[src/rtl/aq_mp_clk_ratio_gen_pkg.sv]
// Shared definitions for the clock-ratio generator slice.
//  DIVW_DEF      default ratio field width
//  RST_RATIO_DEF ratio every channel comes out of reset with (1 = divide by 2)
//  ch_st_e       per-channel ratio-change handshake state
package aq_mp_clk_ratio_gen_pkg;
  localparam int DIVW_DEF      = 4;
  localparam int RST_RATIO_DEF = 1;

  typedef enum logic {
    CH_IDLE = 1'b0,  // no change outstanding
    CH_PEND = 1'b1   // ratio captured, waiting for the next wrap (or disable)
  } ch_st_e;
endpackage

[src/rtl/aq_mp_clk_ratio_gen_if.sv]
// Per-channel control/status bundle of the clock-ratio generator.
//  master: software/config side (drives ch_en, cfg_req, cfg_ratio)
//  slave : generator side (drives cfg_busy, cfg_ack, clk_en, clk_out)
interface aq_mp_clk_ratio_gen_if #(
  parameter int NCH  = 2,
  parameter int DIVW = aq_mp_clk_ratio_gen_pkg::DIVW_DEF
);
  logic [NCH-1:0]           ch_en;
  logic [NCH-1:0]           cfg_req;
  logic [NCH-1:0][DIVW-1:0] cfg_ratio;
  logic [NCH-1:0]           cfg_busy;
  logic [NCH-1:0]           cfg_ack;
  logic [NCH-1:0]           clk_en;
  logic [NCH-1:0]           clk_out;

  modport master (
    output ch_en, cfg_req, cfg_ratio,
    input  cfg_busy, cfg_ack, clk_en, clk_out
  );
  modport slave (
    input  ch_en, cfg_req, cfg_ratio,
    output cfg_busy, cfg_ack, clk_en, clk_out
  );
endinterface

[src/rtl/aq_mp_clk_ratio_gen_ch.sv]
// One divided-clock channel: wrap counter, pending-ratio register with
// req/ack handshake, registered enable pulse and gated clock.
//  ch_en     run enable; low holds the counter at 0 and the enable low
//  cfg_req   capture cfg_ratio when idle; ignored while a change is pending
//  cfg_busy  change pending;  cfg_ack  one-cycle pulse when it applies
//  clk_en_f  registered enable, one high cycle per ratio+1 cycles
//  clk_out   forever_cpuclk gated by clk_en_f
module aq_mp_clk_ratio_gen_ch
  import aq_mp_clk_ratio_gen_pkg::*;
#(
  parameter int DIVW      = DIVW_DEF,
  parameter int RST_RATIO = RST_RATIO_DEF
) (
  input  logic            forever_cpuclk,
  input  logic            clkgen_rst_b,
  input  logic            ch_en,
  input  logic            cfg_req,
  input  logic [DIVW-1:0] cfg_ratio,
  output logic            cfg_busy,
  output logic            cfg_ack,
  output logic            clk_en_f,
  output logic            clk_out
);
  ch_st_e          st_q, st_d;
  logic [DIVW-1:0] cnt_q, cnt_d;
  logic [DIVW-1:0] ratio_cur_q, ratio_cur_d;
  logic [DIVW-1:0] ratio_pend_q, ratio_pend_d;
  logic            en_f_q, en_f_d;
  logic            ack_q, ack_d;
  logic            gate_q, gate_d;
  logic            wrap, apply;

  always_ff @(posedge forever_cpuclk or negedge clkgen_rst_b) begin
    if (!clkgen_rst_b) begin
      st_q         <= CH_IDLE;
      cnt_q        <= '0;
      ratio_cur_q  <= DIVW'(RST_RATIO);
      ratio_pend_q <= DIVW'(RST_RATIO);
      en_f_q       <= 1'b0;
      ack_q        <= 1'b0;
    end else begin
      st_q         <= st_d;
      cnt_q        <= cnt_d;
      ratio_cur_q  <= ratio_cur_d;
      ratio_pend_q <= ratio_pend_d;
      en_f_q       <= en_f_d;
      ack_q        <= ack_d;
    end
  end

  always_comb begin
    st_d         = st_q;
    ratio_pend_d = ratio_pend_q;
    wrap         = (cnt_q == ratio_cur_q);
    // A pending change lands on a wrap, or at once when the channel is stopped
    // (there is no running period to keep glitch-free).
    apply        = (st_q == CH_PEND) && (wrap || !ch_en);
    cnt_d        = (!ch_en || wrap) ? '0 : cnt_q + 1'b1;
    en_f_d       = ch_en && wrap;
    ratio_cur_d  = apply ? ratio_pend_q : ratio_cur_q;
    ack_d        = apply;
    case (st_q)
      CH_IDLE: if (cfg_req) begin
        ratio_pend_d = cfg_ratio;
        st_d         = CH_PEND;
      end
      CH_PEND: if (apply) st_d = CH_IDLE;
      default: st_d = CH_IDLE;
    endcase
  end

  // Gate enable retimed on the falling edge, so it only changes while the
  // clock is low and clk_out never carries a runt pulse.
  always_comb gate_d = en_f_q;

  always_ff @(negedge forever_cpuclk or negedge clkgen_rst_b) begin
    if (!clkgen_rst_b) gate_q <= 1'b0;
    else               gate_q <= gate_d;
  end

  assign clk_out  = forever_cpuclk & gate_q;
  assign clk_en_f = en_f_q;
  assign cfg_busy = (st_q == CH_PEND);
  assign cfg_ack  = ack_q;
endmodule

[src/rtl/aq_mp_clk_ratio_gen.sv]
// Multi-channel programmable clock-enable generator.
//  forever_cpuclk/clkgen_rst_b  core clock, async active-low reset
//  pad_yy_scan_mode             forces every clk_en high (gated clocks unaffected)
//  bus                          per-channel enable/config/status/outputs
//  sync_en_i -> sync_en_f       external bus enables retimed by one cycle
module aq_mp_clk_ratio_gen
  import aq_mp_clk_ratio_gen_pkg::*;
#(
  parameter int NCH       = 2,
  parameter int DIVW      = DIVW_DEF,
  parameter int RST_RATIO = RST_RATIO_DEF,
  parameter int NSYNC     = 1
) (
  input  logic             forever_cpuclk,
  input  logic             clkgen_rst_b,
  input  logic             pad_yy_scan_mode,
  aq_mp_clk_ratio_gen_if.slave bus,
  input  logic [NSYNC-1:0] sync_en_i,
  output logic [NSYNC-1:0] sync_en_f
);
  logic [NCH-1:0]   clk_en_f, busy_w, ack_w, clk_out_w;
  logic [NSYNC-1:0] sync_en_q, sync_en_d;

  for (genvar g = 0; g < NCH; g++) begin : g_ch
    aq_mp_clk_ratio_gen_ch #(.DIVW(DIVW), .RST_RATIO(RST_RATIO)) u_ch (
      .forever_cpuclk (forever_cpuclk),
      .clkgen_rst_b   (clkgen_rst_b),
      .ch_en          (bus.ch_en[g]),
      .cfg_req        (bus.cfg_req[g]),
      .cfg_ratio      (bus.cfg_ratio[g]),
      .cfg_busy       (busy_w[g]),
      .cfg_ack        (ack_w[g]),
      .clk_en_f       (clk_en_f[g]),
      .clk_out        (clk_out_w[g])
    );
  end

  assign bus.cfg_busy = busy_w;
  assign bus.cfg_ack  = ack_w;
  assign bus.clk_out  = clk_out_w;
  assign bus.clk_en   = pad_yy_scan_mode ? '1 : clk_en_f;

  always_comb sync_en_d = sync_en_i;

  always_ff @(posedge forever_cpuclk or negedge clkgen_rst_b) begin
    if (!clkgen_rst_b) sync_en_q <= '0;
    else               sync_en_q <= sync_en_d;
  end

  assign sync_en_f = sync_en_q;
endmodule

[src/flat_wrapper.sv]
// flat-port wrapper written by rule: the top's interface ports become plain ports
module aq_mp_clk_ratio_gen_flat import aq_mp_clk_ratio_gen_pkg::*;
#(
  parameter int NCH       = 2,
  parameter int DIVW      = DIVW_DEF,
  parameter int RST_RATIO = RST_RATIO_DEF,
  parameter int NSYNC     = 1
)
  (forever_cpuclk, clkgen_rst_b, pad_yy_scan_mode, sync_en_i, sync_en_f, bus_ch_en, bus_cfg_req, bus_cfg_ratio, bus_cfg_busy, bus_cfg_ack, bus_clk_en, bus_clk_out);
  aq_mp_clk_ratio_gen_if #(.NCH(NCH), .DIVW(DIVW)) bus_i ();
  input  logic forever_cpuclk;
  input  logic clkgen_rst_b;
  input  logic pad_yy_scan_mode;
  input  logic [NSYNC-1:0] sync_en_i;
  output logic [NSYNC-1:0] sync_en_f;
  input wire logic [$bits(bus_i.ch_en)-1:0] bus_ch_en;
  input wire logic [$bits(bus_i.cfg_req)-1:0] bus_cfg_req;
  input wire logic [$bits(bus_i.cfg_ratio)-1:0] bus_cfg_ratio;
  output wire logic [$bits(bus_i.cfg_busy)-1:0] bus_cfg_busy;
  output wire logic [$bits(bus_i.cfg_ack)-1:0] bus_cfg_ack;
  output wire logic [$bits(bus_i.clk_en)-1:0] bus_clk_en;
  output wire logic [$bits(bus_i.clk_out)-1:0] bus_clk_out;
  assign bus_i.ch_en = bus_ch_en;
  assign bus_i.cfg_req = bus_cfg_req;
  assign bus_i.cfg_ratio = bus_cfg_ratio;
  assign bus_cfg_busy = bus_i.cfg_busy;
  assign bus_cfg_ack = bus_i.cfg_ack;
  assign bus_clk_en = bus_i.clk_en;
  assign bus_clk_out = bus_i.clk_out;
  aq_mp_clk_ratio_gen #(.NCH(NCH), .DIVW(DIVW), .RST_RATIO(RST_RATIO), .NSYNC(NSYNC)) u_core (.forever_cpuclk(forever_cpuclk), .clkgen_rst_b(clkgen_rst_b), .pad_yy_scan_mode(pad_yy_scan_mode), .bus(bus_i), .sync_en_i(sync_en_i), .sync_en_f(sync_en_f));
endmodule
[config.mk]
export PLATFORM = sky130hd
export DESIGN_NAME = aq_mp_clk_ratio_gen_flat
export DESIGN_NICKNAME = d
export VERILOG_FILES = /design/src/rtl/aq_mp_clk_ratio_gen_pkg.sv /design/src/rtl/aq_mp_clk_ratio_gen_if.sv /design/src/rtl/aq_mp_clk_ratio_gen_ch.sv /design/src/rtl/aq_mp_clk_ratio_gen.sv /design/src/flat_wrapper.sv
export SDC_FILE = /design/constraint.sdc
export NUM_CORES = 1
export LEC_CHECK = 0
export CORE_AREA = 2 2 59 61
export CTS_CLUSTER_DIAMETER = 100
export DETAILED_ROUTE_END_ITERATION = 8
export DIE_AREA = 0 0 61 63
export PLACE_DENSITY = 0.75
export SLEW_MARGIN = 20
export SYNTH_ARGS = -nofsm -noshare
export SYNTH_HDL_FRONTEND = slang
export SYNTH_SLANG_ARGS = --single-unit
[constraint.sdc]
create_clock -name forever_cpuclk -period 2.1 [get_ports forever_cpuclk]
set_clock_uncertainty 0.05 [all_clocks]
set_input_delay 0.63 -clock forever_cpuclk [delete_from_list [all_inputs] [get_ports forever_cpuclk]]
set_output_delay 0.63 -clock forever_cpuclk [all_outputs]
set_load 0.05 [all_outputs]
---- Word level (Yosys, flattened, before mapping) ----
Index checks and enable logic that the tools add are counted.
storage, ports and cells
  register bits ........................... 33
  logic and storage cells ................. 42
  output and inout bits ................... 9
cells by class
  add/subtract/negate cells ............... 2
  mux-type cells .......................... 9
  equal/unequal tests ..................... 2
  bitwise gates (word level) .............. 4
  reductions and logical operators ........ 10
operators with widths
  operator                                                        number
  4-bit by 1-bit adder with 4-bit output (second input constant)  2
  4-bit == test                                                   2
  4-bit two-way mux                                               2
  1-bit logical AND                                               4
  1-bit two-way mux                                               4
  1-bit one-hot mux with 2 select lines                           2
  2-bit AND reduction                                             2
  1-bit AND                                                       2
  1-bit logical NOT                                               2
  1-bit logical OR                                                2
  2-bit two-way mux                                               1
  1-bit inverter                                                  2

---- Depth between registers and ports, before layout ----
Gate-level depths: netlist (run 1).
  depth in word-level cells ............... 5
  depth in mapped cells ................... 3
  depth with buffers taken out ............ 3

---- Hierarchy ----
From an unflattened synthesis (run 1), not the netlist that was laid out.
unflattened totals
  cell total of the unflattened synthesis .. 125
  area, all modules ....................... 1508.9 um^2
by module, submodules not included
  module                  area an instance (um^2)  times used  cells each  seq. area each (um^2)
  aq_mp_clk_ratio_gen_ch  735.7                    2           61          402.9
  aq_mp_clk_ratio_gen     37.5                     1           3           25.0

==> results of run 1 <==
[per-stage QoR]
stage / worst slack (ps) / util (%) / power [mW] / cell area [um^2] / setup TNS (ps)
global route: -777 / 61.0 / 2.62 / 1970 / -1530
floorplan: -258 / - / 1.75 / 1600 / -516
global placement: -874 / 57.8 / 1.93 / 1870 / -1910
finish: -727 / 61.0 / 2.42 / 1970 / -1440
CTS: -746 / 61.0 / 2.45 / 1970 / -1480
detailed placement: -893 / 57.8 / 1.99 / 1870 / -1950
[kinds of logic (layout without fill, tap and decap cells)]
family,count (synthesis),count (layout),synth area share (%)
buf+inv,8,39,3.53
xor+xnor,12,12,7.06
fa+ha+maj,2,2,1.57
compound gates,22,22,14.4
mux,8,8,5.65
simple gates,46,46,15.7
flops,33,33,52.1
[sequential cells by signal, indices dropped and copies added (netlist names)]
register	flops
u_core.g_ch.u_ch.gate_q	2
u_core.g_ch.u_ch.cfg_ack	2
u_core.g_ch.u_ch.clk_en_f	2
u_core.g_ch.u_ch.ratio_pend_q	8
u_core.g_ch.u_ch.cnt_q	8
u_core.g_ch.u_ch.cfg_busy	2
u_core.sync_en_f	1
u_core.g_ch.u_ch.ratio_cur_q	8
[how the worst max path moves through the flow]
stage | cells past startpoint | from | slack [ps] | end
floorplan | 2 | u_core.g_ch[0].u_ch.gate_q | -260 | bus_clk_out[0]
global placement | 2 | u_core.g_ch[0].u_ch.gate_q | -870 | bus_clk_out[0]
detailed placement | 2 | u_core.g_ch[0].u_ch.gate_q | -890 | bus_clk_out[0]
CTS | 2 | u_core.g_ch[0].u_ch.gate_q | -750 | bus_clk_out[0]
global route | 2 | u_core.g_ch[0].u_ch.gate_q | -780 | bus_clk_out[0]
finish | 2 | u_core.g_ch[0].u_ch.gate_q | -730 | bus_clk_out[0]
[power by group through the flow]
stage / Combinational (mW) / Sequential [mW] / Clock [mW]
2_1_floorplan: 0.739 / 0.986 / 0.0247
3_3_place_gp: 0.869 / 1.04 / 0.0228
3_5_place_dp: 0.904 / 1.06 / 0.0228
4_1_cts: 0.911 / 1.05 / 0.486
5_1_grt: 1.01 / 1.08 / 0.528
6_report: 0.906 / 1.05 / 0.464
[repair_timing]
action	in CTS	in global routing
endpoints found under the setup margin	6	4
gates resized for setup	22	0
gates cloned	0	0
buffers inserted	0	0
pin swaps	1	0
endpoints found under the hold margin	0	0
[layer usage]
layer / track usage (%) / routed length [um] / up-vias
li1: - / - / 520
met1: 20.3 / 1140 / 504
met2: 25.0 / 1340 / 25
met5: 0 / 0 / -
met3: 6.63 / 128 / 7
met4: 13.3 / 70 / 0
[area by class of cell]
class                           instances  area [um^2]
Clock inverter                          2         10.0
Multi-Input combinational cell         90          716
Sequential cell                        33          831
Tap cell                               46         57.6
Fill cell                             278         1260
Timing Repair Buffer                   25          256
Clock buffer                           12          101
[placed cells by master (no fill, tap or decap), types with 4 or more instances in the layout]
cell type / synthesis / layout
and2_1: 16 / 14
buf_4: 7 / 7
clkbuf_4: 0 / 9
clkdlybuf4s50_1: 0 / 14
dfrtp_1: 27 / 27
dfstp_2: 4 / 4
mux2_2: 8 / 8
nand2_1: 8 / 8
nand2b_1: 8 / 8
nor2_1: 6 / 6
o211ai_1: 4 / 4
o211ai_2: 4 / 4
o41ai_1: 8 / 8
xor2_1: 9 / 9
==> flow_summary.toml, run 1 <==
[yosys]
netlist_top_cells_count = "dfrtp_1 (27), and2_1 (16), xor2_1 (9)"
yosys.area.top_type = "dfrtp_1"
synth_flop_cell = "dfrtp_1"
ys_seq_area_share_pct = 52.1
async_reset_ff_share_pct = 100
synth-edff-count = 0
synth_top_area_share_pct = 42.4
synth-warning-count = 0
ys_ff_latch = 33
syn-instance-count = 131
netlist_area_mm2 = 0.00160
yosysUniqueCellTypes = 25
avgSynthCellArea_um2 = 12.2
synth_area_leaders = "dfrtp_1 (42%), dfstp_2 (6.6%), and2_1 (6.3%), mux2_2 (5.6%), xor2_1 (4.9%)"
syn_nets = 149
synth.most_common_cell = "dfrtp_1"

[die]
io_pins = 25
initial_core_util_pct = 49.4
die_area_mm2 = 0.00384
core.rowCount = 21
fp.dieW_um = 61
core_area_mm2 = 0.00323
die_h_um = 63

[sta]
slew_violations = 0
max_slew_margin_pct = 61.7
final.setup.worst_slack_ps = -727
timing.hold.ws_ps = 464
worstMarginPinSlew_ps = 572
final_hold_viol_count = 0
rsz0062_at_grt = "true"
finalSetupViolCount = 4

[power]
seqPwrFrac_pct = 43.4
clockPowerShare_pct = 19.1
p_comb_share_pct = 37.4
p_leak_nw = 0.862
p_int_mw = 1.47
powerDensity_mw_per_mm2 = 1230
peakVddDrop_mv = 0.658
p_sw_mw = 0.951
swShare_pct = 39.3

[worst_setup_path]
critPathMaxFanout = 1
crit_path_end_kind = "output port"
slowest_stage = "dfrtn_1"
cp_data_arrival_time_ps = 2150
regToRegSetupSlack_ps = 420
cpPeakStageDelay_ps = 390
rr_worst_depth = 3
start_kind = "flop"
reg2reg_to = "u_core.g_ch[1].u_ch.ratio_cur_q[1]"
crit_family = "flip-flops"
crit_chain = "and2_4, buf_8"
worstPathRequired_ps = 1420
r2r_start = "u_core.g_ch[1].u_ch.ratio_cur_q[0]"
cp_num_buf_inv = 1
crit_type = "flop to output port"

[run]
max_cap_violations = 0

[status]
violations = "setup timing"
status = "finished, violations left"

[route]
detail_route.wl_per_cell_um = 12.9
ant_nets = 0
vias_per_cell = 5.08
routed_wl_um = 2680
drcViolationCount = 0
drtIter0Drc = 15
firstDrtPassIters = 4
routed-via-count = 1056

[final_layout]
final_cells = 208
nNetsFinal = 179
antenna_cells = 0
drive_gt1_share_pct = 29.0
areaGrowthSynthToFinish_pct = 23.6

[placement]
dp_cells = 196
portBuffers = 24
gp_congestion = 0.774
place_hpwl_um = 1960

[grt]
grt_pass1_vias = 1114
grtUsageTotal_pct = 17.4
antenna_found_initial = 0
grt_max_degree = 32
grt_pass1_wl_um = 4770
gr-total-overflow = 0

[cts]
clkTransAtPathRegs_ps = 90
cts_tree = "yes"
ctsHoldBuffers = 0
worstSkewPairLatency_ps = 430

[worst_hold_path]
hold_path_end = "u_core.g_ch[0].u_ch.ratio_pend_q[1]"
holdPathStages = 1
hold_class = "flop to flop"
hold_path.startpoint = "u_core.g_ch[0].u_ch.ratio_pend_q[1]"
Note: power is estimated with default switching activity, not from simulation.
==> run 2: changes to the inputs <==
--- a/config.mk
+++ b/config.mk
@@ -5,10 +5,11 @@
 export SDC_FILE = /design/constraint.sdc
 export NUM_CORES = 1
 export LEC_CHECK = 0
-export CORE_AREA = 2 2 59 61
+export ABC_AREA = 1
+export CORE_AREA = 2 2 57 59
 export CTS_CLUSTER_DIAMETER = 100
 export DETAILED_ROUTE_END_ITERATION = 8
-export DIE_AREA = 0 0 61 63
+export DIE_AREA = 0 0 59 61
 export PLACE_DENSITY = 0.75
 export SLEW_MARGIN = 20
 export SYNTH_ARGS = -nofsm -noshare
==> run 2 against run 1 <==
The flow still finishes with violations (setup timing). Core utilization increased by 1.2 points. Final cell count increased by 6.3%. Non-clock buffer count shrank 1. Worst hold slack worse by 37 ps. Global-route usage is 1.6 points higher. Synthesized cell count is 20% higher. Critical path depth rose by 1. Largest power group unchanged.
==> flow_summary.toml, run 2 <==
[status]
status = "finished, violations left"
violations = "setup timing"

[yosys]
synth_xor_area_share_pct = 2.37
synth.most_common_cell = "nand2_1"
synth-simple-area-share_pct = 23.2
async_reset_ff_share_pct = 100
synth_flop_cell = "dfrtp_1"
syn_nets = 175
yosys.area.top_type = "dfrtp_1"
avgSynthCellArea_um2 = 9.40
synth_compound_area_share_pct = 0.678
synth_fa_ha_area_share_pct = 1.69
synth-edff-count = 0
synth_area_leaders = "dfrtp_1 (46%), nand2_1 (11%), dfstp_2 (7.1%), inv_1 (6.1%), mux2_2 (6.1%)"
ys_seq_area_share_pct = 56.3
synthMuxAreaShare_pct = 6.10
syn-instance-count = 157
yosysUniqueCellTypes = 18
synth-warning-count = 0
synth_top_area_share_pct = 45.8
netlist_area_mm2 = 0.00148
synth_top_family_by_area = "simple AND/OR/NAND/NOR gates"
ys_ff_latch = 33
netlist_top_cells_count = "nand2_1 (44), dfrtp_1 (27), inv_1 (24), nor2_1 (12), nand3_1 (10)"

[placement]
postPlaceCellArea_mm2 = 0.00172
place_hpwl_um = 1920
dp_cells = 210
portBuffers = 24
gp_congestion = 0.740

[grt]
grt_max_degree = 17
grt_pass1_vias = 1132
grtUsageTotal_pct = 19.0
grt_pass1_wl_um = 4580
gr-total-overflow = 0
antenna_found_initial = 0

[final_layout]
finalInstanceArea_mm2 = 0.00184
nNetsFinal = 206
drive_gt1_share_pct = 24.5
layout_commonest_cell = "nand2_1"
num-fill-cells = 280
final_cells = 221
final_cell_mix = "nand2_1 (44), dfrtp_1 (27), inv_1 (24)"
antenna_cells = 0
reg.largest.list = "u_core.g_ch.u_ch.cnt_q: 8 flops, u_core.g_ch.u_ch.ratio_cur_q: 8 flops, u_core.g_ch.u_ch.ratio_pend_q: 8 flops"
areaGrowthSynthToFinish_pct = 24.4

[die]
io_pins = 25
die_h_um = 61
core_area_mm2 = 0.00295
initial_core_util_pct = 50.0
core.rowCount = 20
fp.dieW_um = 59
die_area_mm2 = 0.00360

[worst_setup_path]
regToRegSetupSlack_ps = 460
crit_type = "flop to output port"
setup.worst_path.start = "u_core.g_ch[0].u_ch.gate_q"
reg2reg_to = "u_core.g_ch[0].u_ch.gate_q"
crit_path_end_kind = "output port"
r2r_start = "u_core.g_ch[0].u_ch.clk_en_f"
start_kind = "flop"
cp_data_arrival_time_ps = 2160
crit_end = "bus_clk_out[0]"
rr_worst_depth = 0
worstPathRequired_ps = 1420
critPathMaxFanout = 1

[route]
routed_wl_um = 2630
ant_nets = 0
drcViolationCount = 0
detail_route.wl_per_cell_um = 11.9
firstDrtPassIters = 5
vias_per_cell = 4.82
routed-via-count = 1065
drtIter0Drc = 14

[power]
p_leak_nw = 0.965
powerDensity_mw_per_mm2 = 1440
p_total_mw = 2.65
peakVddDrop_mv = 0.687

[sta]
final.setup.tns_ps = -1460
final_hold_viol_count = 0
rsz0062_at_grt = "true"
max_slew_margin_pct = 78.8
slew_violations = 0
final.setup.worst_slack_ps = -741
timing.hold.ws_ps = 427
worstMarginPinSlew_ps = 319
finalSetupViolCount = 4

[worst_hold_path]
holdPathStages = 2
hold_class = "flop to flop"

[cts]
ctsHoldBuffers = 0
cts_tree = "yes"
worstSkewPairLatency_ps = 450
clkTransAtPathRegs_ps = 100

[run]
max_cap_violations = 0
[run 2: routing by layer]
layer | GRT usage (%) | wire length [um] | vias up
met5 | 0 | 0 | -
met4 | 15.3 | 23 | 0
met3 | 11.3 | 178 | 2
met2 | 28.9 | 1370 | 32
met1 | 18.8 | 1060 | 505
li1 | - | - | 526
[run 2: logic make-up after synthesis]
kind of cell               count (synthesis)
buffers and inverters                     32
muxes                                      8
adders and majority gates                  2
xor gates and xnor gates                   4
AOI/OAI and AO/OA                          2
DFF                                       33
and+or+nand+nor                           76
[run 2: worst min path at each step]
stage	start	to	slack (ps)
after floorplan	clkgen_rst_b	u_core.g_ch[0].u_ch.cfg_ack	280
after global placement	u_core.g_ch[0].u_ch.ratio_cur_q[0]	u_core.g_ch[0].u_ch.ratio_cur_q[0]	410
after detailed placement	u_core.g_ch[0].u_ch.ratio_cur_q[0]	u_core.g_ch[0].u_ch.ratio_cur_q[0]	410
after CTS	u_core.g_ch[0].u_ch.ratio_cur_q[0]	u_core.g_ch[0].u_ch.ratio_cur_q[0]	430
after global routing	u_core.g_ch[1].u_ch.ratio_cur_q[0]	u_core.g_ch[1].u_ch.ratio_cur_q[0]	470
final	u_core.g_ch[0].u_ch.ratio_cur_q[0]	u_core.g_ch[0].u_ch.ratio_cur_q[0]	430
[run 2: power breakdown]
group	switching, mW	leakage (nW)	total (mW)	internal, mW
clock network	0.288	0.0928	0.636	0.348
registers	0.202	0.410	1.11	0.905
logic	0.528	0.462	0.908	0.380
[run 2: timing repair]
action	CTS	global route
hold endpoints to repair	0	0
cloned	0	0
setup endpoints to repair	6	4
resized for setup	18	0
buffers inserted	0	0
[run 2: critical path, cell delays in order, from the launching register on]
cell	delay, ps
dfrtn_1	410
nand2_1	50
inv_1	60
buf_6	150
[run 2: layout make-up]
class / instances / area (um^2) / area share [%]
Multi-Input combinational cell: 92 / 505 / 27.5
Clock inverter: 4 / 42.5 / 2.32
Sequential cell: 33 / 831 / 45.2
Clock buffer: 11 / 90.1 / 4.90
Tap cell: 33 / 41.3 / 2.25
Timing Repair Buffer: 24 / 236 / 12.9
Inverter: 24 / 90.1 / 4.90
[run 2: metrics by stage]
step	util, %	worst slack [ps]
6_report	62.2	-741
4_1_cts	62.2	-753
3_5_place_dp	58.3	-869
2_1_floorplan	-	-232
5_1_grt	62.2	-793
3_3_place_gp	58.3	-852
==> RTL change: new RTL, config.mk and constraints of run 1 <==
`NCH` is set to 2 in 3 places; all go to 1.
--- a/src/rtl/aq_mp_clk_ratio_gen_if.sv
+++ b/src/rtl/aq_mp_clk_ratio_gen_if.sv
@@ -4,3 +4,3 @@
 interface aq_mp_clk_ratio_gen_if #(
-  parameter int NCH  = 2,
+  parameter int NCH  = 1,
   parameter int DIVW = aq_mp_clk_ratio_gen_pkg::DIVW_DEF
--- a/src/rtl/aq_mp_clk_ratio_gen.sv
+++ b/src/rtl/aq_mp_clk_ratio_gen.sv
@@ -8,3 +8,3 @@
 #(
-  parameter int NCH       = 2,
+  parameter int NCH       = 1,
   parameter int DIVW      = DIVW_DEF,
--- a/src/flat_wrapper.sv
+++ b/src/flat_wrapper.sv
@@ -3,3 +3,3 @@
 #(
-  parameter int NCH       = 2,
+  parameter int NCH       = 1,
   parameter int DIVW      = DIVW_DEF,
Interface: changed (7 resized); port bits go from 25 to 15. The function was not compared with the original's and may differ.
==> RTL change against run 1 <==
The run still ends with negative setup slack left. Sequential share of layout area down 1.0 points. Via count down 49%. Highest routed layer unchanged. Critical endpoint is now bus_clk_out. Sequential power decreased by 50%. Synthesized cell count shrank 52%. Critical path depth unchanged. Setup slack better by 0.016 ns. Combinational power fell by 53%. Area after synthesis shrank 52%. Total power down 49%. Sequential cell count down 16. Hold slack better by 0.0014 ns. Final area shrank 47%. Routed wire length shrank 49%.
==> RTL change: results (changes against run 1) <==
| Metric | Value |
|---|---|
| Status | complete, but fails checks |
| Violated checks | negative setup slack |
| Total GRT Usage | 0.0927 (-0.0813) |
| Total negative slack | -0.710 ns (+0.733 ns) |
| CLK BUF | 7 (-5) |
| CP endpoint | bus_clk_out |
| Post-synth top cells | dfrtp_1 (14), and2_1 (8), xor2_1 (5) |
| Crit Reg-Reg Endpoint | u_core.g_ch[0].u_ch.ratio_cur_q[1]$_DFFE_PN0P_ |
| Placed insts | 123 (-37%) |
| Post CTS Setup Buffer Count | 0 (unchanged) |
| Filler cell count in the final layout | 340 (+22%) |
| Seq. cell area | 428 um^2 (-48%) |
| Final clock-cell share | 0.0625 (+0.00603) |
| Seq_cells | 17 (-48%) |
| Chip Width | 61 um (unchanged) |
| Synth Net Count | 74 (-50%) |
| First-pass GRT wire length | 2400 um (-50%) |
| Synth area leaders | dfrtp_1 (46%), dfstp_2 (6.9%), and2_1 (6.5%) |
| Max-Slew Margin vs Limit | 0.644 (+0.0272) |
| Drt total wl | 1380 um (-49%) |
| Placed cell area | 973 um^2 (-48%) |
| Hold Path Origin | u_core.g_ch[0].u_ch.cnt_q[0]$_DFF_PN0_ |
| Flop2flop setup slack | 0.44 ns (+0.02 ns) |
| DR iter-0 viols | 8 (-7) |
| Via-per-instance ratio | 4.13 (-19%) |
| Worst-skew pair later-pin latency | 0.40 ns (-0.03 ns) |
| Max VDD drop | 582 uV (-12%) |
| Switching Share | 0.375 (-0.0175) |
| Pleak | 0.000447 uW (-48%) |
| Sequential power | 528 uW (-50%) |
| # setup viols final | 2 (-2) |
| Syn Area/Cell | 12.2 um^2 (about the same) |
| Via count of the first global-routing pass | 580 (-48%) |
| #MultiIn Comb | 45 (-50%) |
| Post-synthesis sequential area ratio | 0.558 (+0.0371) |
| Crit path arrival time | 2.13 ns (-0.02 ns) |
| Resize count post-CTS | 11 (-50%) |
| Multi-input gate share of the layout cell area | 0.327 (-0.0360) |
| Setup WS pre-CTS | -0.910 ns (-0.0167 ns) |
| Seq area share | 0.411 (-0.0103) |
| Setup ws final | -0.710 ns (+0.0164 ns) |
| End of the worst hold path | u_core.g_ch[0].u_ch.cnt_q[0]$_DFF_PN0_ |
| R2R Path Start | u_core.g_ch[0].u_ch.ratio_cur_q[0]$_DFFE_PN1P_ |
| Psw | 459 uW (-52%) |
| NonClk Buf Share | 0.144 (+0.0142) |
| Post-Layout Cell Count | 130 (-38%) |
| Nonclk buf count | 14 (-44%) |
| Largest net degree at the start of global routing | 17 (-47%) |
| Count of different cell masters after synthesis | 21 (-16%) |
| Ratio of cells with drive above 1 in the final layout | 0.262 (-0.0282) |
| Port bufs | 14 (-42%) |
| GPL Wtd Cong | 0.802 (+3.6%) |
| Largest registers | u_core.g_ch.u_ch.cnt_q: 4 flops, u_core.g_ch.u_ch.ratio_cur_q: 4 flops, u_core.g_ch.u_ch.ratio_pend_q: 4 flops |
| Combinational Power | 430 uW (-53%) |
-- RTL change: cell types whose count changed in the layout (fill, tap and decap cells not counted), sizes merged, moves of 3 or more --
| cell | delta |
|---|---|
| mux2 | -4 |
| o211ai | -4 |
| o41ai | -5 |
| nor2 | -3 |
| and2 | -8 |
| nand2b | -4 |
| xor2 | -5 |
| dfrtp | -13 |
| clkbuf | -4 |
| nand2 | -4 |
| buf | -6 |
| clkdlybuf4s50 | -6 |
-- RTL change: cell families after synthesis --
logic type	share of synthesized area
DFF	0.558
adders and majority gates	0.0163
xor gates and xnor gates	0.0685
AOI/OAI and AO/OA	0.131
muxes	0.0587
buffers and inverters	0.00489
and+or+nand+nor	0.163
-- RTL change: metal layers --
metal	wire (um)	up-vias	track usage	part of all wire
met3	145	6	0.0890	0.11
li1	-	266	-	-
met5	0	-	0	0
met2	625	18	0.122	0.45
met4	31	0	0.0679	0.022
met1	576	247	0.0859	0.42
